==> config.mk <==
export PLATFORM = sky130hd
export DESIGN_NAME = tx_pkt_arb
export DESIGN_NICKNAME = d
export VERILOG_FILES = /design/src/rtl/tx_pkt_arb.sv
export SDC_FILE = /design/constraint.sdc
export NUM_CORES = 1
export LEC_CHECK = 0
export ABC_CLOCK_PERIOD_IN_PS = 5100
export CAP_MARGIN = 20
export CORE_MARGIN = 1.5
export CORE_UTILIZATION = 52
export DETAILED_ROUTE_END_ITERATION = 16
export PLACE_DENSITY = 0.86
export SETUP_SLACK_MARGIN = 0.3
export SLEW_MARGIN = 10
export SYNTH_ARGS = -nofsm -noshare
export SYNTH_HDL_FRONTEND = slang
export SYNTH_SLANG_ARGS = --single-unit
==> constraint.sdc <==
create_clock -name clk -period 5.1 [get_ports clk]
set_clock_uncertainty 0.15 [all_clocks]
set_input_delay 1.02 -clock clk [delete_from_list [all_inputs] [get_ports clk]]
set_output_delay 1.02 -clock clk [all_outputs]
set_load 0.02 [all_outputs]
==> src/rtl/tx_pkt_arb.sv <==
// tx_pkt_arb: packet-granular 2:1 arbiter onto the 32-bit MAC TX stream.
// Round-robin or strict priority, inter-packet gap, stalled-source watchdog.
`timescale 1ns/1ps
module tx_pkt_arb #(
  parameter int DATA_W  = 32,
  parameter int GAP_CYC = 2,
  parameter int TIMEOUT = 1024
) (
  input  logic              clk,
  input  logic              rst_n,
  input  logic              cfg_prio,
  input  logic              s0_req,
  input  logic [DATA_W-1:0] s0_data,
  input  logic              s0_vld,
  input  logic              s0_eop,
  input  logic [1:0]        s0_mty,
  output logic              s0_rdy,
  input  logic              s1_req,
  input  logic [DATA_W-1:0] s1_data,
  input  logic              s1_vld,
  input  logic              s1_eop,
  input  logic [1:0]        s1_mty,
  output logic              s1_rdy,
  output logic [DATA_W-1:0] dout,
  output logic              dout_vld,
  output logic              dout_sop,
  output logic              dout_eop,
  output logic [1:0]        dout_mty,
  output logic              dout_err,
  input  logic              dout_rdy,
  output logic [15:0]       cnt_pkt0,
  output logic [15:0]       cnt_pkt1,
  output logic [7:0]        cnt_abort
);

  typedef enum logic [1:0] {
    IDLE  = 2'd0,
    XFER  = 2'd1,
    ABORT = 2'd2,
    GAP   = 2'd3
  } state_e;

  localparam logic [15:0] TO_LIM  = 16'(TIMEOUT);
  localparam logic [15:0] GAP_LIM = 16'(GAP_CYC);

  state_e            state_q;
  logic              gnt_q;
  logic              last_gnt_q;
  logic              sent_q;
  logic [15:0]       wdog_q;
  logic [15:0]       gap_q;

  logic [DATA_W-1:0] dout_q;
  logic              vld_q;
  logic              sop_q;
  logic              eop_q;
  logic [1:0]        mty_q;
  logic              err_q;

  logic [15:0]       cnt0_q;
  logic [15:0]       cnt1_q;
  logic [7:0]        cnta_q;

  logic              out_free;
  logic              stall;
  logic              xfer;
  logic              src_vld;
  logic [DATA_W-1:0] src_data;
  logic              src_eop;
  logic [1:0]        src_mty;
  logic              beat;
  logic              load_abort;
  logic              any_req;
  logic              pick;
  logic [15:0]       wdog_inc;

  assign out_free = !vld_q | dout_rdy;
  assign stall    = vld_q & !dout_rdy;
  assign xfer     = (state_q == XFER);

  assign s0_rdy = xfer & !gnt_q & out_free;
  assign s1_rdy = xfer &  gnt_q & out_free;

  assign src_vld  = gnt_q ? s1_vld  : s0_vld;
  assign src_data = gnt_q ? s1_data : s0_data;
  assign src_eop  = gnt_q ? s1_eop  : s0_eop;
  assign src_mty  = gnt_q ? s1_mty  : s0_mty;

  assign beat       = xfer & out_free & src_vld;
  assign load_abort = (state_q == ABORT) & out_free;

  // On a tie round robin hands the grant to whoever did not have it last.
  assign any_req  = s0_req | s1_req;
  assign pick     = (s0_req & s1_req) ? (!cfg_prio & !last_gnt_q)
                                      : !s0_req;
  assign wdog_inc = wdog_q + 16'd1;

  always_ff @(posedge clk or negedge rst_n) begin
    if (!rst_n) begin
      state_q    <= IDLE;
      gnt_q      <= 1'b0;
      last_gnt_q <= 1'b1;
      sent_q     <= 1'b0;
      wdog_q     <= '0;
      gap_q      <= '0;
    end else begin
      unique case (state_q)
        IDLE: begin
          if (any_req) begin
            gnt_q      <= pick;
            last_gnt_q <= pick;
            sent_q     <= 1'b0;
            wdog_q     <= '0;
            state_q    <= XFER;
          end
        end
        XFER: begin
          if (beat) begin
            sent_q <= 1'b1;
            wdog_q <= '0;
            if (src_eop) begin
              gap_q   <= '0;
              state_q <= GAP;
            end
          end else if (!stall) begin
            if (wdog_inc >= TO_LIM) begin
              wdog_q  <= '0;
              state_q <= ABORT;
            end else begin
              wdog_q <= wdog_inc;
            end
          end
        end
        ABORT: begin
          if (out_free) begin
            gap_q   <= '0;
            state_q <= GAP;
          end
        end
        GAP: begin
          // The gap only starts once the closing beat has left downstream.
          if (out_free) begin
            if (gap_q >= GAP_LIM) begin
              state_q <= IDLE;
            end else begin
              gap_q <= gap_q + 16'd1;
            end
          end
        end
        default: state_q <= IDLE;
      endcase
    end
  end

  always_ff @(posedge clk or negedge rst_n) begin
    if (!rst_n) begin
      dout_q <= '0;
      vld_q  <= 1'b0;
      sop_q  <= 1'b0;
      eop_q  <= 1'b0;
      mty_q  <= 2'd0;
      err_q  <= 1'b0;
    end else if (beat) begin
      dout_q <= src_data;
      vld_q  <= 1'b1;
      sop_q  <= !sent_q;
      eop_q  <= src_eop;
      mty_q  <= src_eop ? src_mty : 2'd0;
      err_q  <= 1'b0;
    end else if (load_abort) begin
      dout_q <= '0;
      vld_q  <= 1'b1;
      sop_q  <= !sent_q;
      eop_q  <= 1'b1;
      mty_q  <= 2'd0;
      err_q  <= 1'b1;
    end else if (dout_rdy) begin
      dout_q <= '0;
      vld_q  <= 1'b0;
      sop_q  <= 1'b0;
      eop_q  <= 1'b0;
      mty_q  <= 2'd0;
      err_q  <= 1'b0;
    end
  end

  always_ff @(posedge clk or negedge rst_n) begin
    if (!rst_n) begin
      cnt0_q <= '0;
      cnt1_q <= '0;
      cnta_q <= '0;
    end else begin
      if (beat && src_eop && !gnt_q && cnt0_q != 16'hffff)
        cnt0_q <= cnt0_q + 16'd1;
      if (beat && src_eop && gnt_q && cnt1_q != 16'hffff)
        cnt1_q <= cnt1_q + 16'd1;
      if (load_abort && cnta_q != 8'hff)
        cnta_q <= cnta_q + 8'd1;
    end
  end

  assign dout      = dout_q;
  assign dout_vld  = vld_q;
  assign dout_sop  = sop_q;
  assign dout_eop  = eop_q;
  assign dout_mty  = mty_q;
  assign dout_err  = err_q;
  assign cnt_pkt0  = cnt0_q;
  assign cnt_pkt1  = cnt1_q;
  assign cnt_abort = cnta_q;

endmodule

==> results.toml <==
[sta]
fmax_mhz = 252
finalSetupViolCount = 0
finalCriticalPeriod_ns = 3.96
hold_violations = 0
max_slew.worst_pin.slew_ns = 1.06
setup_ws_ns = 1.14
holdWs_ns = 0.331
slew-limit-headroom = 0.292
rsz0062_at_grt = "false"
timing.final.crit_share = 0.777
tns_ns = 0
finalMaxSlewViolations = 0

[critical_path]
critPathMaxFanout = 6
criticalPathCategory = "input port to primary output"
slowest_delay_ns = 0.62
critPathCaptureType = "primary output"
crit_family = "buffers and inverters"
arrival_ns = 2.79
cp_common_cell = "clkdlybuf4s50_1"
r2r_slack_ns = 1.89
critPathRequiredTime_ns = 3.93
critPathLaunchType = "input port"
crit_buf_inv = 2
cp_cell_sequence = "clkdlybuf4s50_1, nand2b_1, nand2_1, nor2_1, clkdlybuf4s50_1"
crit_slowest_cell = "clkdlybuf4s50_1"

[final_layout]
nFillCells = 717
final_cell_mix = "clkdlybuf4s50_1, dfrtp_1, nand2_1"
drive_gt1_frac = 0.0905
fin_util = 0.756
nets = 783
mostFrequentLayoutCell = "clkdlybuf4s50_1"
synthToLayoutAreaGrowth_pct = 40.1
fin_cells = 843
antenna-diode-count = 0

[global_route]
groute.usage.overall = 0.273
grt_overflow = 0
antenna_found_initial = 0
grt_pass1_wl_um = 24300
grt_pass1_vias = 4919
grt_max_degree = 50

[clock_network]
clk_latency_ns = 0.51
cts_root_buf = "clkbuf_8"
path_clk_slew_ns = 0.06
post_cts_resized = 0
holdBufCountCts = 0
cts_tree = "yes"
numCtsBuffers = 17
cts_setup_buffers = 0
htreeDepth = 4
clock_path_buffers = 2
clock-sinks = 115

[power]
ir_drop_mv = 0.264
p_per_area_mw_per_mm2 = 479
leakagePower_nw = 3.42

[run_status]
status = "complete, no violations"

[floorplan]
io-pin-count = 158
coreArea_sq_mm = 0.0104
initial_core_util = 0.540
fp.dieArea_sq_mm = 0.0114
die-height_um = 107
die_x_um = 107
num_rows = 37

[yosys]
synth_edf_count = 0
synth.avg_cell_area_sq_um = 10.5
yosysSeqAreaShare = 0.514
ys_seq_elements = 115
ys_types = 62
yosysTopAreaCellShare = 0.509
async_flop_share = 1.00
synth_area_sq_mm = 0.00560
synth_top_area_cell = "dfrtp_1"
yosys_warnings = 0
synthFlopType = "dfrtp_1"
syn_inst = 533
synth_nets = 622
synthTopCellsByArea = "dfrtp_1, mux2i_1, nand2_1"

[place]
gp_congestion = 0.856
port_buffers = 157
dp.final_hpwl_um = 10500
preCtsSetupSlack_ns = 1.16
place_inst = 811

[drt]
wire_per_inst_um = 17.7
drcViolationCount = 0
first_iter_violations = 307
ant_nets = 0
first_pass_iters = 5
routed_wl_um = 14900
dr_total_vias = 4766
vias_per_cell = 5.65

[min_path]
hp-class = "register to register"

[job]
cap_violations = 0
-- sequential cells by signal (all words and copies together) (netlist names) --
name	flops
cnt_abort	8
cnt_pkt0	16
cnt_pkt1	16
dout	32
dout_eop	1
dout_err	1
dout_mty	2
dout_sop	1
dout_vld	1
gap_q	16
gnt_q	1
last_gnt_q	1
sent_q	1
state_q	2
wdog_q	16
-- worst register-to-register path: cells and delay by family, from the launching register on --
family	cells	cell delay, ns
flip-flops	1	1.06
AND/OR/NAND/NOR	2	0.74
AO/OA/AOI/OAI	3	0.67
multiplexers	1	0.55
-- per-layer routing --
| metal | up-vias | part of all wire | GRT usage | wire length (um) |
|---|---|---|---|---|
| met5 | - | 0 | 0 | 0 |
| met4 | 0 | 0.031 | 0.109 | 459 |
| met3 | 32 | 0.050 | 0.0693 | 741 |
| met2 | 150 | 0.51 | 0.453 | 7570 |
| met1 | 2357 | 0.41 | 0.341 | 6130 |
| li1 | 2227 | - | - | - |
-- cells by family after synthesis --
| logic type | share of synthesized area |
|---|---|
| xor+xnor | 0.0594 |
| simple gates | 0.194 |
| mux | 0.0731 |
| buf+inv | 0.0221 |
| compound gates | 0.113 |
| flops | 0.514 |
| fa+ha+maj | 0.0246 |
-- report_power, final --
group          total (mW)  internal (mW)  leakage, nW  switching (mW)
Clock                1.11          0.662        0.260           0.448
Combinational        1.35          0.611         1.61           0.737
Sequential           1.30           1.09         1.55           0.211
-- worst paths after layout --
path / startpoint / to / cells past startpoint
max in group asynchronous: rst_n / last_gnt_q / 2
setup / recovery: dout_rdy / s0_rdy / 5
setup reg to reg: gnt_q / wdog_q[6] / 6
min in group asynchronous: rst_n / wdog_q[3] / 1
hold reg to reg: dout[23] / dout[23] / 2
hold / removal: dout[23] / dout[23] / 2
-- synthesized netlist by cell type (2+ instances only) --
master and number:
o21a_1 2, o21ai_1 5, nor2_1 36, and4_1 8
a22oi_1 2, nand4_1 14, a31o_2 2, and2_1 7
xor2_1 15, nor4_1 7, mux2i_1 35, a22o_1 6
and3_1 9, inv_1 9, nand4_2 2, nand2_1 71
o31a_1 2, o211ai_1 2, a31oi_1 6, nand2b_1 5
mux2_2 4, a41oi_1 3, or3_1 2, nand3_1 16
dfrtp_1 114, a21oi_1 15, clkbuf_1 15, nor3_1 10
xnor2_1 23, ha_1 11, nor2b_1 5, o21ai_0 40
-- area by class of cell --
class	instances	area, sq um	share of cell area
Sequential cell	115	2880	0.367
Multi-Input combinational cell	390	2600	0.332
Timing Repair Buffer	161	1600	0.204
Clock buffer	18	428	0.0546
Tap cell	136	170	0.0217
Clock inverter	14	130	0.0166
Inverter	9	33.8	0.00431
-- metrics by stage --
| step | cell area (sq um) | power (mW) |
|---|---|---|
| final | 7840 | 3.76 |
| after global routing | 7840 | 3.95 |
| after CTS | 7840 | 3.77 |
| after detailed placement | 7290 | 2.64 |
| after global placement | 7290 | 2.59 |
| after floorplan | 5600 | 2.08 |
No activity file was read; power rests on OpenSTA's default activity.
